$ cat config.mk
export PLATFORM = sky130hd
export DESIGN_NAME = sram_write_arbiter
export DESIGN_NICKNAME = d
export VERILOG_FILES = /design/src/rtl/sram_write_arbiter.sv
export SDC_FILE = /design/constraint.sdc
export NUM_CORES = 1
export LEC_CHECK = 0
export ABC_AREA = 1
export BUFFER_PORTS_ARGS = -buffer_cell sky130_fd_sc_hd__buf_2
export CORE_UTILIZATION = 51
export CTS_CLUSTER_SIZE = 40
export DETAILED_ROUTE_END_ITERATION = 6
export PLACE_DENSITY_LB_ADDON = 0.15
export SYNTH_ARGS = -nofsm -noshare
export SYNTH_HDL_FRONTEND = slang
export SYNTH_SLANG_ARGS = --single-unit
$ cat constraint.sdc
create_clock -name clk -period 12.7 [get_ports clk]
set_input_delay 0.635 -clock clk [delete_from_list [all_inputs] [get_ports clk]]
set_output_delay 0.635 -clock clk [all_outputs]
set_load 0.02 [all_outputs]
$ cat src/rtl/sram_write_arbiter.sv
// Round-robin write arbiter that binds ingress ports to SRAM banks, choosing the bank with the most free pages.
// Optional macro SRAM_ARB_RESERVE_EN keeps 8 pages of headroom per bank when deciding eligibility.
module sram_write_arbiter #(
  parameter int NUM_PORTS = 4,
  parameter int NUM_SRAMS = 8,
  localparam int PW = $clog2(NUM_PORTS),
  localparam int SW = $clog2(NUM_SRAMS)
) (
  input  logic                    clk,
  input  logic                    rst,
  input  logic [NUM_PORTS-1:0]    req,
  input  logic [NUM_PORTS*5-1:0]  req_pages,
  input  logic [NUM_PORTS-1:0]    eop,
  input  logic [NUM_SRAMS*8-1:0]  free_space,
  output logic [NUM_PORTS-1:0]    grant,
  output logic [NUM_PORTS*SW-1:0] grant_sram,
  output logic [NUM_PORTS-1:0]    port_bound,
  output logic [NUM_SRAMS-1:0]    sram_busy
);

`ifdef SRAM_ARB_RESERVE_EN
  localparam logic [8:0] RESERVE = 9'd8;
`else
  localparam logic [8:0] RESERVE = 9'd0;
`endif

  logic [NUM_PORTS-1:0][4:0]    pages_a;
  logic [NUM_SRAMS-1:0][7:0]    free_a;
  logic [NUM_PORTS-1:0][SW-1:0] bank_q;
  logic [NUM_PORTS-1:0]         grant_q;
  logic [NUM_PORTS-1:0]         bound_q;
  logic [NUM_SRAMS-1:0]         busy_q;
  logic [PW-1:0]                rr_ptr;

  logic [NUM_PORTS-1:0] cand;
  logic                 sel_found;
  logic [PW-1:0]        sel_port;
  logic [PW-1:0]        idx;
  logic [8:0]           need;
  logic                 best_found;
  logic [SW-1:0]        best_bank;
  logic [7:0]           best_free;
  logic                 do_grant;

  assign pages_a    = req_pages;
  assign free_a     = free_space;
  assign grant      = grant_q;
  assign grant_sram = bank_q;
  assign port_bound = bound_q;
  assign sram_busy  = busy_q;

  // Requests from ports that already own a bank are ignored; this also covers eop+req together.
  assign cand = req & ~bound_q;

  // NOTE: every always_comb output gets a default first so no latch is inferred.
  always_comb begin
    sel_found = 1'b0;
    sel_port  = '0;
    idx       = '0;
    for (int i = 0; i < NUM_PORTS; i++) begin
      idx = PW'((int'(rr_ptr) + i) % NUM_PORTS);
      if (!sel_found && cand[idx]) begin
        sel_found = 1'b1;
        sel_port  = idx;
      end
    end
  end

  // Largest free_space among eligible banks; strict '>' keeps the lowest index on ties.
  always_comb begin
    need       = {4'b0, pages_a[sel_port]} + 9'd1 + RESERVE;
    best_found = 1'b0;
    best_bank  = '0;
    best_free  = '0;
    for (int s = 0; s < NUM_SRAMS; s++) begin
      if (!busy_q[s] && ({1'b0, free_a[s]} >= need) &&
          (!best_found || free_a[s] > best_free)) begin
        best_found = 1'b1;
        best_bank  = SW'(s);
        best_free  = free_a[s];
      end
    end
  end

  assign do_grant = sel_found && best_found;

  // NOTE: sequential state uses non-blocking assignments only, so every bit sees pre-edge values.
  always_ff @(posedge clk) begin
    if (rst) begin
      grant_q <= '0;
      bound_q <= '0;
      busy_q  <= '0;
      bank_q  <= '0;
      rr_ptr  <= '0;
    end else begin
      grant_q <= '0;
      // Releases act on the bank recorded at bind time; grant_sram itself is left untouched.
      for (int p = 0; p < NUM_PORTS; p++) begin
        if (eop[p] && bound_q[p]) begin
          bound_q[p]         <= 1'b0;
          busy_q[bank_q[p]]  <= 1'b0;
        end
      end
      // A granted bank was idle this cycle, so it can never collide with a release above.
      if (do_grant) begin
        grant_q[sel_port] <= 1'b1;
        bound_q[sel_port] <= 1'b1;
        busy_q[best_bank] <= 1'b1;
        bank_q[sel_port]  <= best_bank;
        rr_ptr            <= (sel_port == PW'(NUM_PORTS - 1)) ? '0 : sel_port + 1'b1;
      end
    end
  end

endmodule
; ---- After elaboration in Yosys (flattened, before gate mapping)
; Cells that the tools add are included.
[totals]
reg_bits = 30
out_inout_bits = 28
word_cells = 187
[op_classes]
n_addsub = 5
order_cmp = 31
eq_ne = 1
mux = 74
bitwise_logic = 13
n_reduce_logical = 55
[op_table]
columns = operator, n
row1 = $mux 8, 16
row2 = $ge 8x6->1, 8
row3 = $gt 8x8->1, 7
row4 = $and 8x8->8, 4
row5 = $not 8->8, 4
row6 = $mux 1, 31
row7 = $logic_and 1x1->1, 29
row8 = $mux 3, 7
row9 = $lt 3x4->1 const B, 5
row10 = $logic_not 1->1, 18
row11 = $demux 1 s3, 5
row12 = $ge 3x1->1 const B, 5
row13 = $lt 2x3->1 const B, 5
row14 = $bwmux 12, 1
row15 = $bmux 5 s2, 1
row16 = $mux 2, 5
row17 = $bmux 1 s2, 4
row18 = $or 8x8->8, 1
row19 = $logic_or 1x1->1, 7
row20 = $add 5x1->6 const B, 1
row21 = $demux 3 s2, 1
row22 = $mux 5, 1
row23 = $add 2x1->2 const B, 2
row24 = $add 2x2->2 const B, 2
row25 = other kinds (9), 9

; ---- Logic depth before layout (Yosys ltp)
; Gate-level depths: netlist of run 1.
[depth]
depth_word = 54
ltp_mapped = 109

; ---- Worst setup path after synthesis of run 1
; Ideal clock, no wire load.
[synth_path]
path_type = input-to-reg
from = input port req[1]
to = register bank_q, in the netlist grant_sram[10]
setup_ps = 128
arrival_ps = 11838
t_required_ps = 12572
path_slack_ps = 734
stages = 92
path_buffers = 7
cell_sequence = nand3_1 nand2_1 nand2_1 nand2_1 nand2_2 nand2_1 nand2_2 nand3_2 buf_6 nand2_1 nand3_1 nand2_1 inv_2 ha_1 nand3_2 nor2_2 xnor2_2 ha_1 [56 not listed] ha_1 nand2_1 o21a_1 o221ai_1 o21ai_0 nand2_1 nand2_2 buf_2 o21ai_0 ha_1 a21oi_1 o21ai_0 nor3b_1 o32ai_1 nand2_1 nand2_2 nor3b_2 a21oi_1
[synth_via]
elab_chain_cells = 48
elab_cells_between_ends = 98
cone_classes = add/sub (1) / order compare (17) / mux (42) / bitwise (1) / reduce/logical (37)
[synth_rtl]
columns = element, line
row1 = start: declaration, 11  ; input logic [NUM_PORTS-1:0] req,
row2 = $and 4x4->4 *, 53  ; assign cand = req & ~bound_q;
row3 = $bmux 1 s2, 62  ; if (!sel_found && cand[idx]) begin
row4 = $mux 1 (implied by the code), 62
row5 = $mux 1, 62
row6 = $logic_not 1->1, 62
row7 = $logic_and 1x1->1, 62
row8 = $mux 1, 62
row9 = $logic_not 1->1, 62
row10 = [32 not listed], -
row11 = $logic_or 1x1->1, 77  ; (!best_found || free_a[s] > best_free)) begin
row12 = $logic_and 1x1->1, 76  ; if (!busy_q[s] && ({1'b0, free_a[s]} >= need) &&
row13 = $mux 8 / $mux 1 (equally long branches), 76
row14 = $gt 8x8->1 / $logic_not 1->1 (equally long branches), 77
row15 = $logic_or 1x1->1, 77
row16 = $logic_and 1x1->1, 76
row17 = $mux 3 / $mux 1 (equally long branches), 76
row18 = $bwmux 12 / $logic_and 1x1->1 (equally long branches), "109, 85"
row19 = end signal: indexed assignment, 109  ; bank_q[sel_port] <= best_bank;
row20 = end: declaration, 29  ; logic [NUM_PORTS-1:0][SW-1:0] bank_q;
; Mark *: on every way between the ends. The rest lies on a longest branch, timed or not. The select of a mux whose other input is x is not followed.
; A chain may end at the register's enable or synchronous reset.

; ---- Final worst setup path of run 1
[layout_path]
from = register rr_ptr[0]
to = register bank_q, in the netlist grant_sram[10]
[layout_via]
elab_chain_cells = 47
elab_cells_between_ends = 100
cone_classes = add/sub (4) / order compare (17) / mux (42) / reduce/logical (37)
[layout_rtl]
columns = element, line
row1 = start: declaration, 33  ; logic [PW-1:0] rr_ptr;
row2 = start signal: assignment, 110  ; rr_ptr <= (sel_port == PW'(NUM_PORTS - 1)) ? '0 : sel_port + 1'b1;
row3 = branches (longest 47 deep; another with $add 2x1->2), -
; Parallel ways; which one is timed is not known. The select of a mux whose other input is x is not followed.

==> results.md, run 1 <==
- Status: complete, but fails checks
- Failing checks: design-rule violations
- First-pass GRT wire length: approximately 26 mm
- Worst skew pair latency: 0.29 ns
- Unrepaired setup endpoints after global routing: yes
- Max Clock Skew: roughly 0.0086 ns
- Via/cell ratio: 5.70
- Syn Std Cell Area: 5410 µm²
- Gr usage total: 29.5%
- Number of port buffers: 121
- Placed Area: 6270 µm²
- Die Footprint: 11000 µm²
- H-tree levels: 2
- Yosys top cell area share: 21.5%
- Area leader, netlist: ha_1
- Highest net fanout along the worst path: 8
- Post-layout util: about 73%
- Via Count: ~6500
- Post-CTS Hold Buffers: 0
- Layout overhead on the synthesized area: 39.7%
- Nets: 1196
- Final setup vio count: 0
- R2R setup slack: 0.12 ns
- Critical Setup Path Class: reg -> reg
- Top cells by area, synth: ha_1, nand2_1, dfxtp_1
- Post-synth cell types: 55
- Simple-Gate Fraction of Synth Area: approximately two fifths
- DP Wirelength: 13.7 mm
- Max Fclk: 0.0795 GHz
- Crit Reg-Reg Startpoint: rr_ptr[0]
- Mux contribution to synthesized area: 0%
- Most frequent CP cell: nand2_4
- Synth Area in Compound Gates: 17.4%
- Fin. max-slew vios: 0
- Total wire length: 18.6 mm
- Core area: 10300 µm²
- Vias in the first global route: between 5000 and 6000
- Site row count: 37
- Final Hold Viols: 0
- WHS Path Cells: 2
- Congestion Overflow GR: 0
- Hold WC Path Type: reg -> reg
- CP Launch Type: register
- Worst-Margin Slew: around 0.57 ns
- CP Data Arrival Time: between 10 and 15 ns
- Routed WL per cell: 16.3 µm
- Yosys reg bits: 30
- Crit end category: register
- Ys async rst share: 0%
- Commonest non-fill, non-tap cell in the layout: nand2_1
- Post-route cell area: roughly 7600 µm²
- CP Data Required Time: 12.86 ns
- Post-synth EDFFs: 0
- CTS buffer count: 5
- I/O pins: 122
- Most frequent cells in the layout: nand2_1, buf_2, inv_1, ha_1, buf_4
- Syn_area_per_cell: roughly 6.5 µm²
- Drt pass-1 iters: 7
- Final GP Congestion: 0.964
- Synth Flop Type: dfxtp_1
- Die Width: 105 µm
- Largest family of logic cells by synthesized area: simple AND/OR/NAND/NOR gates
- Fin crit share: 99.0%
- Final hold slack: around 0.52 ns
- Synth warnings: 0
- Initial antenna violation count: 0
- Post-synthesis adder-cell area fraction: 21.5%
- XOR/XNOR Fraction of Synth Area: less than 1%
- DR DRC count: 3
- Multi-input gate area: ~5200 µm²
- DRT antenna net count: 0
- Largest net degree at the start of global routing: 18
- Detailed Route Iter0 Violations: 310
- Clk sinks: 30
- CTS tree: yes
- Crit path largest cell delay: 0.34 ns
- Synth Net Count: 1018
- Sequential share of the synthesized area: 11.1%
- Max-cap violation count: 0
- Clk root buf: clkbuf_8
- Hold EP: grant_sram[0]
- Die Ht: 105 µm
- Register area: 603 µm²
- Synthesized netlist cell count: 831
- Slowest library cell on the worst path: dfxtp_2
- Filler cells: 810
- Diodes inserted: 0
- Rel. slew slack: 61.7%
- CTS clock-pin slew for the worst setup and hold paths: 0.07 ns
- Deepest clock path buffer count: 2
- Fin crit period: 12.58 ns
- Reg2Reg Depth: 94
- Min-delay src: grant_sram[0]
- Reg-to-reg endpoint: grant_sram[10]
- Initial Util: between 50% and 60%
- Layout cells sized above 1: between 40% and 50%
- Setup_tns: 0 ns
[repair_timing]
| item | CTS | global route |
|---|---|---|
| endpoints found under the setup margin | 18 | 20 |
| pin swaps | 1 | 68 |
| gates cloned | 0 | 6 |
| gates resized for setup | 6 | 192 |
| setup buffers | 2 | 31 |
| endpoints found under the hold margin | 0 | 0 |
[Yosys cell counts, types with 11 or more instances]
cell,instances
nand3_1,62
a21oi_1,51
nand2_2,25
and2_1,11
o21ai_1,27
nor2_1,32
dfxtp_1,30
o21ai_0,23
nand3_2,16
ha_1,93
nand2_1,209
inv_2,12
inv_1,100
nand4_1,21
[worst max-delay path, delay by kind of cell, from the launching register on]
kind | cells | cell delay (ns)
compound gates | 29 | 3.89
fa+ha+maj | 9 | 2.37
buf+inv | 11 | 1.10
flops | 1 | 0.34
simple gates | 45 | 4.71
[flip-flops by register name, indices dropped and copies added, names as in the netlist]
register	flops
sram_busy	8
grant	4
port_bound	4
rr_ptr	2
grant_sram	12
[routing by layer]
layer	track usage, %	share of wire (%)	up-vias
met2	53.9	50	272
met5	0	0	-
met1	36.4	41	2967
met4	8.45	3.6	0
met3	2.68	6.2	68
li1	-	-	3214
[how the worst max path moves through the flow]
stage / start / end / slack, ns / cells after the start
finish: rr_ptr[0] / grant_sram[10] / 0.12 / 94
floorplan: req[1] / grant_sram[10] / 0.73 / 92
detailed placement: req[1] / grant_sram[1] / -0.35 / 89
global route: rr_ptr[0] / grant_sram[10] / -0.68 / 94
CTS: rr_ptr[0] / sram_busy[5] / 0.05 / 95
global placement: req[1] / grant_sram[7] / -0.17 / 93
[cell type report]
cell class	count	area share, %
sequential	30	7.97
tap	136	2.25
clock inverter	2	0.132
timing repair buffer	179	14.1
inverter	115	6.09
clock buffer	5	0.910
multi-input combinational	678	68.5
[logic make-up after synthesis]
group                    after synthesis
flip-flops                            30
XOR/XNOR                               2
AND/OR/NAND/NOR                      423
AO/OA/AOI/OAI                        155
buffers and inverters                128
adder cells (fa/ha/maj)               93
[through the flow]
step,instances,worst slack (ns)
after floorplan,831,0.734
after CTS,1108,0.0492
after global routing,1145,-0.680
after detailed placement,1099,-0.346
after global placement,1099,-0.168
final,1145,0.122
Power of run 1 is not shown: default switching activity piles up to over one toggle a cycle in this logic, so the estimate is an artifact.
==> run 2: changes to the inputs <==
--- a/config.mk
+++ b/config.mk
@@ -5,7 +5,6 @@
 export SDC_FILE = /design/constraint.sdc
 export NUM_CORES = 1
 export LEC_CHECK = 0
-export ABC_AREA = 1
 export BUFFER_PORTS_ARGS = -buffer_cell sky130_fd_sc_hd__buf_2
 export CORE_UTILIZATION = 51
 export CTS_CLUSTER_SIZE = 40
==> run 2 against run 1 <==
Net effect:
- the run ends with negative setup slack left
- clock skew fell by 0.0018 ns
- maximum frequency fell by 15%
- largest cell class unchanged
- non-clock buffer count rose by 118
- wire length rose by 10%
- cell area rose by 5.6%
- critical path depth fell by 1
- synthesized area fell by 2.9%
==> results.md, run 2 <==
- Die Ht: approximately 100 µm
- Number of port buffers: about 120
- Synth cell count leaders: ha_1, inv_1, nor2_1
- Max Fclk: 0.0672 GHz
- Diodes inserted: 0
- Routed WL per cell: 18.8 µm
- Routed wl met2: just under 10 mm
- Max-cap violation count: 0
- Largest register FFs: 12
- Final GP Congestion: 0.931
- CTS clock-pin slew for the worst setup and hold paths: roughly 0.07 ns
- Top cells by area, synth: ha_1, dfxtp_1, inv_1
- Worst-Margin Slew: 0.637 ns
- Met1 Wirelength: between 8 and 9 mm
- CP Launch Type: register
- Ys async rst share: 0%
- Status: complete, but fails checks
- Commonest non-fill, non-tap cell in the layout: buf_4
- Layout cells sized above 1: 44.7%
- Slowest library cell on the worst path: dfxtp_1
- Largest net degree at the start of global routing: 24
- Hold WC Path Type: reg -> reg
- Via Count: ~6800
- Worst setup margin: -2.18 ns
- Final Non-Filler Cells: about 1100
- Synth Flop Type: dfxtp_1
- Layout overhead on the synthesized area: 51.9%
- Nets: 1148
- Syn Std Cell Area: between 5000 and 6000 µm²
- Area leader, netlist: ha_1
- Deepest clock path buffer count: 2
- CTS tree: yes
- H-tree levels: 2
- Vias in the first global route: 6419
- Rel. slew slack: a little under three fifths
- Synth warnings: 0
- CP Data Arrival Time: 15.03 ns
- Synthesized netlist cell count: 678
- Syn_area_per_cell: 7.75 µm²
- Detailed Route Iter0 Violations: 525
- Highest net fanout along the worst path: 6
- Total wire length: slightly above 20 mm
- Die Width: approximately 100 µm
- Failing checks: negative setup slack
- Filler cells: approximately 650
- Max Clock Skew: 0.00676 ns
- Die Footprint: 10700 µm²
- Register area: 601 µm²
- Critical Setup Path Class: reg -> reg
- Most numerous cell in the Yosys netlist: ha_1
- Initial antenna violation count: 0
- Gr usage total: about a third
- Clk sinks: 30
- Post-layout util: 80.9%
- Final hold slack: 0.582 ns
- Crit end category: register
- Most frequent cells in the layout: buf_4, buf_2, ha_1, inv_1, nor2_1
- Post-synth EDFFs: 0
- Site row count: 36
- Via/cell ratio: 6.18
- Drt pass-1 iters: 6
- First-pass GRT wire length: between 30 and 40 mm
- Top Metal Used: met4
- DR DRC count: 0
- Wire length on met3: around 1.5 mm
- Post-synth cell types: 82
- Setup_tns: -42.16 ns
- Final Hold Viols: 0
- Yosys reg bits: 30
- CP Data Required Time: between 10 and 15 ns
- DRT antenna net count: 0
- Fin crit share: 117%
- Congestion Overflow GR: 0
- DP Wirelength: 15.5 mm
- Synth Net Count: 865
- I/O pins: 122
- Most frequent CP cell: o21ai_1
- Placed instance count: 1044
- Final setup vio count: 20
- Worst skew pair latency: 0.29 ns
- Fin. max-slew vios: 0
- CTS buffer count: 5
- Initial Util: between 50% and 60%
- Sequential share of the synthesized area: 11.4%
- Core area: 9860 µm²
- Clk root buf: clkbuf_8
- Yosys top cell area share: ~22%
- Unrepaired setup endpoints after global routing: yes
- Crit path largest cell delay: 0.45 ns
- Multi-input gate area: 4900 µm²
- Fin crit period: 14.88 ns
[run 2: cell types whose count changed after synthesis, moves of 19 or more]
cell,previous run,this run
a21o_1,1,20
inv_1,100,56
nand2_1,209,32
nand2_2,25,2
nand2b_1,0,25
nand3_1,62,35
o21ai_1,27,3
[run 2: cell type report]
cell class                 count  area share, %
multi-input combinational    568           61.4
sequential                    30           7.52
inverter                      59           2.81
tap                          133           2.08
timing repair buffer         297           25.0
clock buffer                   7           1.08
clock inverter                 1         0.0627
[run 2: repair_timing]
| item | 4_1_cts | 5_1_grt |
|---|---|---|
| gates resized for setup | 28 | 85 |
| cloned | 0 | 0 |
| hold buffers | 0 | 0 |
| pin swaps | 18 | 63 |
| setup endpoints to repair | 20 | 20 |
| buffers inserted | 28 | 17 |
[run 2: logic make-up after synthesis]
group,count (synthesis),share of synthesized area [%]
adders and majority gates,93,22.1
DFF,30,11.4
buffers and inverters,80,6.86
AOI/OAI and AO/OA,217,30.8
and+or+nand+nor,232,23.9
xor gates and xnor gates,4,0.667
muxes,22,4.29
[run 2: worst paths after layout]
| kind | slack, ns | to | cells past startpoint | startpoint |
|---|---|---|---|---|
| hold reg to reg | 0.58 | grant_sram[0] | 2 | grant_sram[0] |
| hold / removal | 0.58 | grant_sram[0] | 2 | grant_sram[0] |
| setup / recovery | -2.18 | grant_sram[3] | 93 | port_bound[2] |
| setup reg to reg | -2.18 | grant_sram[3] | 93 | port_bound[2] |
[run 2: routing by layer]
metal,track usage (%),vias to the layer above
li1,-,3135
met3,3.02,88
met2,61.6,369
met4,14.5,0
met5,0,-
met1,43.6,3179
[run 2: critical path, delay by kind of cell (launching register included)]
| kind | cells | cell delay [ns] |
|---|---|---|
| adders and majority gates | 9 | 2.34 |
| DFF | 1 | 0.45 |
| AOI/OAI and AO/OA | 54 | 7.60 |
| buffers and inverters | 9 | 1.36 |
| and+or+nand+nor | 18 | 2.09 |
| muxes | 3 | 0.94 |
[run 2: through the flow]
stage | instance area [µm²] | worst slack (ns)
after floorplan | 5390 | -2.08
after global placement | 7000 | -1.87
after detailed placement | 7000 | -2.45
after CTS | 7430 | -1.81
after global routing | 7980 | -2.80
final | 7980 | -2.18
Power of run 2 is left out for the same reason.
